## src/rtl/seg7_scan_scheduler.sv

```systemverilog
// seg7_scan_scheduler
// Scans an 8-digit, active-low seven-segment display. Each slot is a short
// all-off blanking gap followed by one lit digit. Producers hand over a full
// set of eight digit codes through a level req / pulse ack handshake, and the
// codes are only taken at the frame boundary so a frame never shows a mix of
// old and new digits.
// Optional feature: define SEG7_SCAN_BLINK_EN to add the blink_mask input and
// the free-running blink phase.
module seg7_scan_scheduler #(
    parameter bit SIMULATE  = 1'b0,
    parameter int ON_CYC    = SIMULATE ? 4 : 99_000,
    parameter int BLANK_CYC = SIMULATE ? 1 : 1_000
`ifdef SEG7_SCAN_BLINK_EN
    ,
    parameter int BLINK_CNT = SIMULATE ? 7 : 24_999_999
`endif
) (
    input  logic        clk,
    input  logic        reset,
    input  logic [39:0] digits_in,
    input  logic [7:0]  dp_in,
    input  logic        load_req,
`ifdef SEG7_SCAN_BLINK_EN
    input  logic [7:0]  blink_mask,
`endif
    output logic        load_ack,
    output logic [7:0]  anode,
    output logic [6:0]  seg,
    output logic        dp,
    output logic        frame_start
);

    localparam int MAX_CYC = (ON_CYC > BLANK_CYC) ? ON_CYC : BLANK_CYC;
    localparam int CNT_W   = $clog2(MAX_CYC) + 1;
    localparam logic [CNT_W-1:0] ON_LAST    = CNT_W'(ON_CYC - 1);
    localparam logic [CNT_W-1:0] BLANK_LAST = CNT_W'(BLANK_CYC - 1);

    typedef enum logic {
        S_BLANK,
        S_ON
    } state_t;

    state_t           r_state;
    state_t           w_nextState;
    logic [CNT_W-1:0] r_cnt;
    logic [2:0]       r_index;
    logic [4:0]       r_code [8];
    logic [7:0]       r_dpReg;
    logic             w_slotDone;
    logic             w_capture;
    logic             w_hidden;
    logic [6:0]       w_segDecoded;

    // Code to active-low cathodes: hex glyphs, then single segments a..g,
    // everything above 22 is blank.
    function automatic logic [6:0] decodeSeg(input logic [4:0] code);
        logic [6:0] s;
        s = 7'h7F;
        case (code)
            5'd0:    s = 7'h40;
            5'd1:    s = 7'h79;
            5'd2:    s = 7'h24;
            5'd3:    s = 7'h30;
            5'd4:    s = 7'h19;
            5'd5:    s = 7'h12;
            5'd6:    s = 7'h02;
            5'd7:    s = 7'h78;
            5'd8:    s = 7'h00;
            5'd9:    s = 7'h10;
            5'd10:   s = 7'h08;
            5'd11:   s = 7'h03;
            5'd12:   s = 7'h46;
            5'd13:   s = 7'h21;
            5'd14:   s = 7'h06;
            5'd15:   s = 7'h0E;
            5'd16:   s = 7'h7E;
            5'd17:   s = 7'h7D;
            5'd18:   s = 7'h7B;
            5'd19:   s = 7'h77;
            5'd20:   s = 7'h6F;
            5'd21:   s = 7'h5F;
            5'd22:   s = 7'h3F;
            default: s = 7'h7F;
        endcase
        return s;
    endfunction

    // Next state: each phase ends when its cycle counter reaches its last count.
    always_comb begin
        w_nextState = r_state;
        w_slotDone  = 1'b0;
        case (r_state)
            S_BLANK: begin
                if (r_cnt == BLANK_LAST) begin
                    w_slotDone  = 1'b1;
                    w_nextState = S_ON;
                end
            end
            S_ON: begin
                if (r_cnt == ON_LAST) begin
                    w_slotDone  = 1'b1;
                    w_nextState = S_BLANK;
                end
            end
            default: w_nextState = S_BLANK;
        endcase
    end

    // The frame boundary is the final lit cycle of digit 7.
    assign w_capture    = (r_state == S_ON) && w_slotDone && (r_index == 3'd7) && load_req;
    assign w_segDecoded = decodeSeg(r_code[r_index]);

    // State register, phase counter and digit index (index advances leaving S_ON).
    always_ff @(posedge clk or negedge reset) begin
        if (!reset) begin
            r_state <= S_BLANK;
            r_cnt   <= '0;
            r_index <= 3'd0;
        end else begin
            r_state <= w_nextState;
            if (w_slotDone) begin
                r_cnt <= '0;
            end else begin
                r_cnt <= r_cnt + CNT_W'(1);
            end
            if ((r_state == S_ON) && w_slotDone) begin
                r_index <= r_index + 3'd1;
            end
        end
    end

    // Display registers: all eight codes and dp bits are replaced together.
    always_ff @(posedge clk or negedge reset) begin
        if (!reset) begin
            for (int k = 0; k < 8; k++) begin
                r_code[k] <= 5'd23;
            end
            r_dpReg <= 8'h00;
        end else if (w_capture) begin
            for (int k = 0; k < 8; k++) begin
                r_code[k] <= digits_in[5*k +: 5];
            end
            r_dpReg <= dp_in;
        end
    end

`ifdef SEG7_SCAN_BLINK_EN
    localparam int BLINK_W = $clog2(BLINK_CNT + 1);

    logic [BLINK_W-1:0] r_blinkCnt;
    logic               r_blinkPhase;

    // Free-running blink phase; phase 0 is the visible half.
    always_ff @(posedge clk or negedge reset) begin
        if (!reset) begin
            r_blinkCnt   <= '0;
            r_blinkPhase <= 1'b0;
        end else if (r_blinkCnt == BLINK_W'(BLINK_CNT)) begin
            r_blinkCnt   <= '0;
            r_blinkPhase <= ~r_blinkPhase;
        end else begin
            r_blinkCnt <= r_blinkCnt + BLINK_W'(1);
        end
    end

    assign w_hidden = r_blinkPhase & blink_mask[r_index];
`else
    assign w_hidden = 1'b0;
`endif

    // Output registers change only on phase transitions, so a lit slot is
    // frozen for its whole duration (including its blink visibility).
    always_ff @(posedge clk or negedge reset) begin
        if (!reset) begin
            anode       <= 8'hFF;
            seg         <= 7'h7F;
            dp          <= 1'b1;
            load_ack    <= 1'b0;
            frame_start <= 1'b0;
        end else begin
            load_ack    <= w_capture;
            frame_start <= 1'b0;
            if ((r_state == S_BLANK) && w_slotDone) begin
                anode       <= ~(8'b1 << r_index);
                seg         <= w_hidden ? 7'h7F : w_segDecoded;
                dp          <= w_hidden ? 1'b1 : ~r_dpReg[r_index];
                frame_start <= (r_index == 3'd0);
            end else if ((r_state == S_ON) && w_slotDone) begin
                anode <= 8'hFF;
                seg   <= 7'h7F;
                dp    <= 1'b1;
            end
        end
    end

endmodule

```

## config.mk

```make
export PLATFORM = sky130hd
export DESIGN_NAME = seg7_scan_scheduler
export DESIGN_NICKNAME = d
export VERILOG_FILES = /design/src/rtl/seg7_scan_scheduler.sv
export SDC_FILE = /design/constraint.sdc
export NUM_CORES = 1
export LEC_CHECK = 0
export BUFFER_PORTS_ARGS = -buffer_cell sky130_fd_sc_hd__buf_4
export CORE_AREA = 2 2 119 98
export DETAILED_ROUTE_END_ITERATION = 12
export DIE_AREA = 0 0 121 100
export GPL_TIMING_DRIVEN = 0
export MAX_ROUTING_LAYER = met4
export SLEW_MARGIN = 5
export SYNTH_ARGS = -nofsm -noshare
export SYNTH_HDL_FRONTEND = slang
export SYNTH_SLANG_ARGS = --single-unit
```

## constraint.sdc

```tcl
create_clock -name clk -period 3.5 [get_ports clk]
set_clock_uncertainty 0.05 [all_clocks]
set_input_delay 0.525 -clock clk [delete_from_list [all_inputs] [get_ports clk]]
set_output_delay 0.525 -clock clk [all_outputs]
set_load 0.01 [all_outputs]
```

==> results of run 1 <==
-- synthesized netlist by cell type (2+ instances only) --
cell	count
and4_1	2
buf_6	3
or3_4	2
buf_1	5
and3_1	3
dfstp_2	48
o221a_1	3
o221ai_1	3
ha_1	14
clkbuf_1	4
nand3_1	6
o21ai_0	7
and2_1	2
nor3_1	7
nand4_1	5
mux2i_1	10
o32ai_1	2
mux4_1	2
xnor2_1	9
nor2_1	24
nand2_1	15
xor2_1	8
mux4_2	10
inv_1	12
a31oi_1	5
a21oi_1	3
dfrtp_1	40
mux2_2	41
mux2_1	9
-- per-layer routing --
layer,wire (microns),part of all wire,up-vias
met5,0,0,-
met3,576,0.064,8
met4,78,0.0087,0
met2,4055,0.45,76
met1,4253,0.47,1415
li1,-,-,1334
-- worst register-to-register path, delay by kind of cell (launching register included) --
family	cells	cell delay [ns]
fa+ha+maj	1	0.31
buf+inv	2	0.46
compound gates	1	0.56
mux	2	0.92
simple gates	2	0.25
flops	1	0.55
-- where the power goes --
part | switching, mW | internal [mW]
Sequential | 0 | 1.02
Clock | 0.393 | 0.668
Combinational | 0.0266 | 0.0350
Total | 0.419 | 1.72
-- cells by family (layout without fill, tap and decap cells) --
logic type	count (synthesis)	after routing	share of synthesized area
adder cells (fa/ha/maj)	14	14	0.04071
XOR/XNOR	17	17	0.03460
flip-flops	88	88	0.5257
multiplexers	73	73	0.2239
buffers and inverters	25	109	0.02733
AND/OR/NAND/NOR	79	79	0.09858
AO/OA/AOI/OAI	29	29	0.04914
-- state kept, by name, summed over array words and instances, names as in the netlist --
name,flops
anode,8
load_ack,1
r_state,1
r_cnt,18
r_code,40
seg,7
dp,1
frame_start,1
r_index,3
r_dpReg,8
-- through the flow --
| stage | hold slack [ns] | area (sq um) | power, mW | util | cells |
|---|---|---|---|---|---|
| after global routing | 0.3437 | 5336 | 2.223 | 0.4816 | 557 |
| after detailed placement | 0.4209 | 4999 | 1.101 | 0.4512 | 541 |
| after floorplan | 0.1794 | 4303 | 1.037 | - | 325 |
| final | 0.3089 | 5336 | 2.142 | 0.4816 | 557 |
| after CTS | 0.3372 | 5331 | 2.176 | 0.4812 | 557 |
| after global placement | 0.4118 | 4999 | 1.100 | 0.4512 | 541 |
-- cell type report --
type | count | share of cell area
Buffer | 13 | 0.01383
Clock buffer | 11 | 0.04760
Clock inverter | 5 | 0.01477
Inverter | 12 | 0.008441
Multi-Input combinational cell | 212 | 0.3611
Sequential cell | 88 | 0.4239
Tap cell | 148 | 0.03470
Timing Repair Buffer | 68 | 0.09566
-- cells in the final DEF, fill, tap and decap left out, types with 10 or more instances in the layout --
| cell | n |
|---|---|
| buf_4 | 68 |
| dfstp_2 | 48 |
| mux2_2 | 41 |
| dfrtp_1 | 40 |
| nor2_1 | 24 |
| nand2_1 | 15 |
| ha_1 | 14 |
| inv_1 | 12 |
| mux4_2 | 10 |
| clkbuf_16 | 10 |
-- worst max-delay path by stage --
stage	startpoint	endpoint	slack, ns	depth (start not counted)
6_report	r_index[0]	seg[2]	0.31	8
5_1_grt	r_index[0]	seg[2]	0.11	8
4_1_cts	r_index[1]	seg[2]	0.005	8
3_5_place_dp	r_index[1]	seg[2]	0.02	8
3_3_place_gp	r_index[1]	seg[2]	0.002	8
2_1_floorplan	r_index[0]	seg[2]	0.93	8
==> summary.md, run 1 <==
| Metric | Value |
|---|---|
| Top_reg_cell synth | `dfstp_2` |
| Num rows | `35` |
| N_diodes | `0` |
| Clock insertion delay at the later pin of the skew report | `0.34 ns` |
| Port bufs | `68` |
| Pre-antenna DRT Iters | `4` |
| TritonCTS clock tree | `yes` |
| Synth top area share | `0.2931` |
| CP max-delay cell | `mux4_2` |
| FMAX | `313.9 MHz` |
| Final worst slack | `0.3144 ns` |
| CP max stage delay | `0.56 ns` |
| Layout area overhead | `24.02%` |
| Core Area | `11080 sq um` |
| Syn Nets | `390` |
| Postcts setup bufs | `0` |
| Share of layout cells above drive strength 1 | `0.4841` |
| Met1 usage | `0.2186` |
| Starting density of the core | `0.3884` |
| CP top delay family | `multiplexers` |
| Final-report setup violation count | `0` |
| CTS Root Cell | `clkbuf_16` |
| Crit Path Class | `reg2reg` |
| Die area | `12100 sq um` |
| Antenna Nets Post-Route | `0` |
| Final period util | `0.9102` |
| Synth top area cells | `dfstp_2, dfrtp_1, mux2_2, mux4_2, ha_1` |
| Pin count of the biggest net entering global routing | `89` |
| Post-synth cell types | `50` |
| Fillers | `1035` |
| Initial antenna violation count | `0` |
| Reg2reg setup slack | `0.31 ns` |
| IO Pins | `69` |
| Worst-Margin Slew | `1.088 ns` |
| Nets@finish | `469` |
| Biggest area consumer among synthesized cells | `dfstp_2` |
| Mapped Cells | `325` |
| Placement Setup Slack | `0.02432 ns` |
| Slew Limit Fails | `0` |
| Final min period | `3.186 ns` |
| Sequential cell area | `2262 sq um` |
| Worst vdd ir | `0.0002651 V` |
| CTS max path bufs | `2` |
| Avg Synthesized Cell Area | `13.24 sq um` |
| Outcome | `complete, no violations` |
| Vias in the first global route | `2949` |
| TritonCTS Buffers | `9` |
| Yosys reg bits | `88` |
| GR Util met2 | `0.2481` |
| Final wirelength | `8963 microns` |
| Unrepaired setup endpoints after global routing | `false` |
| Routed len/inst | `16.09 microns` |
| Hold Path Class | `in2async` |
| Final hold vios | `0` |
| Post-route DRC | `0` |
| Wire length of the first global-routing pass | `14990 microns` |
| Reg2Reg Launch Point | `r_index[0]` |
| Most Used Layer, Global Route | `met2` |
| Critical-path cell list | `buf_6, mux4_2, mux2i_2, inv_1, ha_1, and4_1, a2111oi_0, nor2_1` |
| Critical Path Source Type | `flip-flop` |
| Worst setup EP type | `flip-flop` |
| CTS Hold Bufs | `0` |
| Number of max-cap violations | `0` |
| GRT overflow | `0` |
| Asr flop ratio synth | `1.000` |
| Die Span Y | `100 microns` |
| Post-synthesis sequential area ratio | `0.5257` |
| Clock Pin Slew Worst Setup and Hold Paths | `0.06 ns` |
| Starting DRT DRC Count | `109` |
| Slew margin rel. | `0.2748` |
| Gr usage total | `0.1653` |
| GPL Wtd Cong | `0.8180` |
| Avg Vias per Cell | `5.086` |
| PD cells | `401.4 nW/um^2` |
| Final HPWL DP | `6453 microns` |
| CP bufs+invs | `2` |
| Post-synth EDFFs | `0` |
| Setup TNS | `0 ns` |
| Clock Sinks | `88` |
| Post_cts resized | `0` |
| Synth Warn # | `0` |
| Leakage | `2.464 nW` |
| CP arrival | `3.38 ns` |
| Htree depth | `3` |
| Routed vias | `2833` |
| Die X | `121 microns` |
| Area occupied by multi-input gates | `1927 sq um` |
| Met3 usage | `0.05398` |
| Worst R2R End | `seg[2]` |
| Critical-path maximum fanout | `10` |
| Synthesized area | `4303 sq um` |
| Reg2reg path depth | `8` |
| Worst path required time | `3.69 ns` |
Note: power is estimated with default switching activity, not from simulation.
==> run 2: changes to the inputs <==
Settings changed: CORE_AREA 2 2 119 98 to 2 2 107 109, DIE_AREA 0 0 121 100 to 0 0 109 111, MAX_ROUTING_LAYER met4 to unset, TNS_END_PERCENT set to 10.
==> summary.md, run 2 (synthesis gave the netlist of run 1 again) <==
| Metric | Value |
|---|---|
| Outcome | `complete, no violations` |
| Share of layout cells above drive strength 1 | `0.4866` |
| Reg2reg setup slack | `0.43 ns` |
| Top flop regs | `r_code (40), r_cnt (18)` |
| Critical-path maximum fanout | `10` |
| Slew Limit Fails | `0` |
| Num rows | `39` |
| Worst path required time | `3.70 ns` |
| Slew margin rel. | `0.2756` |
| Antenna Nets Post-Route | `0` |
| GRT overflow | `0` |
| Wire length of the first global-routing pass | `15150 microns` |
| Nets@finish | `469` |
| Commonest non-fill, non-tap cell in the layout | `buf_4` |
| Layout area overhead | `22.91%` |
| Combinational fraction of design power | `0.031` |
| CTS Hold Bufs | `0` |
| Final hold vios | `0` |
| IO Pins | `69` |
| Hold Path Class | `in2async` |
| Final HPWL DP | `6440 microns` |
| Routed vias | `2756` |
| Clk pwr share | `0.461` |
| Postcts setup bufs | `0` |
| Worst R2R End | `seg[2]` |
| Avg Vias per Cell | `4.993` |
| P_int | `1.579 mW` |
| CP arrival | `3.27 ns` |
| CTS max path bufs | `2` |
| Final wirelength | `8963 microns` |
| Htree depth | `3` |
| Leakage | `2.442 nW` |
| TritonCTS clock tree | `yes` |
| Die Span Y | `111 microns` |
| Final period util | `0.8776` |
| CTS Root Cell | `clkbuf_16` |
| Reg2reg path depth | `8` |
| Die X | `109 microns` |
| Largest Register | `r_code` |
| Worst vdd ir | `0.0002301 V` |
| Worst-Margin Slew | `1.087 ns` |
| PD cells | `379.7 nW/um^2` |
| Most frequent cells in the layout | `buf_4, dfstp_2, mux2_2` |
| Post_cts resized | `0` |
| Max reg flops | `40` |
| Seq pwr share | `0.508` |
| Pin count of the biggest net entering global routing | `89` |
| FMAX | `325.6 MHz` |
| Net Sw Power | `0.4295 mW` |
| Die area | `12100 sq um` |
| GPL Wtd Cong | `0.8176` |
| Worst setup EP type | `flip-flop` |
| Starting density of the core | `0.3885` |
| Vias in the first global route | `2929` |
| Port bufs | `68` |
| Clock Sinks | `88` |
| Initial antenna violation count | `0` |
| Setup TNS | `0 ns` |
| Unrepaired setup endpoints after global routing | `false` |
| Pre-antenna DRT Iters | `4` |
| Reg2Reg Launch Point | `r_index[0]` |
| Clock insertion delay at the later pin of the skew report | `0.33 ns` |
| Starting DRT DRC Count | `73` |
| Routed len/inst | `16.24 microns` |
| TritonCTS Buffers | `9` |
| Worst Hold Margin | `0.3281 ns` |
| Critical Path Source Type | `flip-flop` |
| N_diodes | `0` |
| Core Area | `11080 sq um` |
| Switching Fraction | `0.2139` |
| Clock Pin Slew Worst Setup and Hold Paths | `0.07 ns` |
| Final-report setup violation count | `0` |
| Number of max-cap violations | `0` |
| Crit Path Class | `reg2reg` |
| Final min period | `3.072 ns` |
| Post-route DRC | `0` |
| Gr usage total | `0.1614` |
[run 2: cell count changes in the layout (fill, tap and decap cells not counted)]
cell / change
clkinv_2: -1
clkinvlp_4: +1
inv_6: +1
clkbuf_8: +2
bufinv_16: -2
clkbuf_16: -1
clkbuf_1: -1
clkinv_4: +1
[run 2: power by group through the flow]
| stage | clock, mW | combinational, mW | sequential (mW) |
|---|---|---|---|
| 3_5_place_dp | 0 | 0.0644 | 1.04 |
| 5_1_grt | 1.01 | 0.0702 | 1.02 |
| 6_report | 0.927 | 0.0618 | 1.02 |
| 3_3_place_gp | 0 | 0.0642 | 1.04 |
| 2_1_floorplan | 0 | 0.000597 | 1.04 |
| 4_1_cts | 0.955 | 0.0645 | 1.02 |
[run 2: layer usage]
metal / global-route usage / part of all wire
met2: 0.2493 / 0.47
met5: 0 / 0
met3: 0.04997 / 0.055
met4: 0.03077 / 0.0061
met1: 0.2255 / 0.47
[run 2: worst max-delay path: stages, from the launching register on]
cell and delay [ns]:
dfrtp_1 0.54, buf_6 0.25, mux4_2 0.56, mux2i_2 0.40, inv_1 0.20, ha_1 0.31, and4_1 0.17, a2111oi_0 0.42
nor2_1 0.08
[run 2: layout make-up]
type | count | area, sq um
clock buffers | 11 | 252.7
multi-input cells | 212 | 1927
inverters | 12 | 45.04
fillers | 997 | 5788
plain buffers | 13 | 73.82
well taps | 143 | 178.9
clock inverters | 5 | 38.79
repair buffers | 68 | 510.5
flip-flops and latches | 88 | 2262
[run 2: worst max path at each step]
stage	slack, ns	cells after the start	from	to
2_1_floorplan	0.93	8	r_index[0]	seg[2]
3_3_place_gp	0.18	8	r_index[1]	seg[2]
3_5_place_dp	0.14	8	r_index[1]	seg[2]
4_1_cts	0.09	8	r_index[1]	seg[2]
5_1_grt	0.21	8	r_index[0]	seg[2]
6_report	0.43	8	r_index[0]	seg[2]
[run 2: through the flow]
| stage | area, sq um | cells | util | power (mW) | setup WS, ns |
|---|---|---|---|---|---|
| global route | 5289 | 552 | 0.4775 | 2.099 | 0.2097 |
| floorplan | 4303 | 325 | - | 1.037 | 0.9325 |
| detailed placement | 4992 | 536 | 0.4507 | 1.101 | 0.1381 |
| global placement | 4992 | 536 | 0.4507 | 1.101 | 0.1844 |
| finish | 5289 | 552 | 0.4775 | 2.008 | 0.4284 |
| CTS | 5284 | 552 | 0.4770 | 2.039 | 0.08855 |
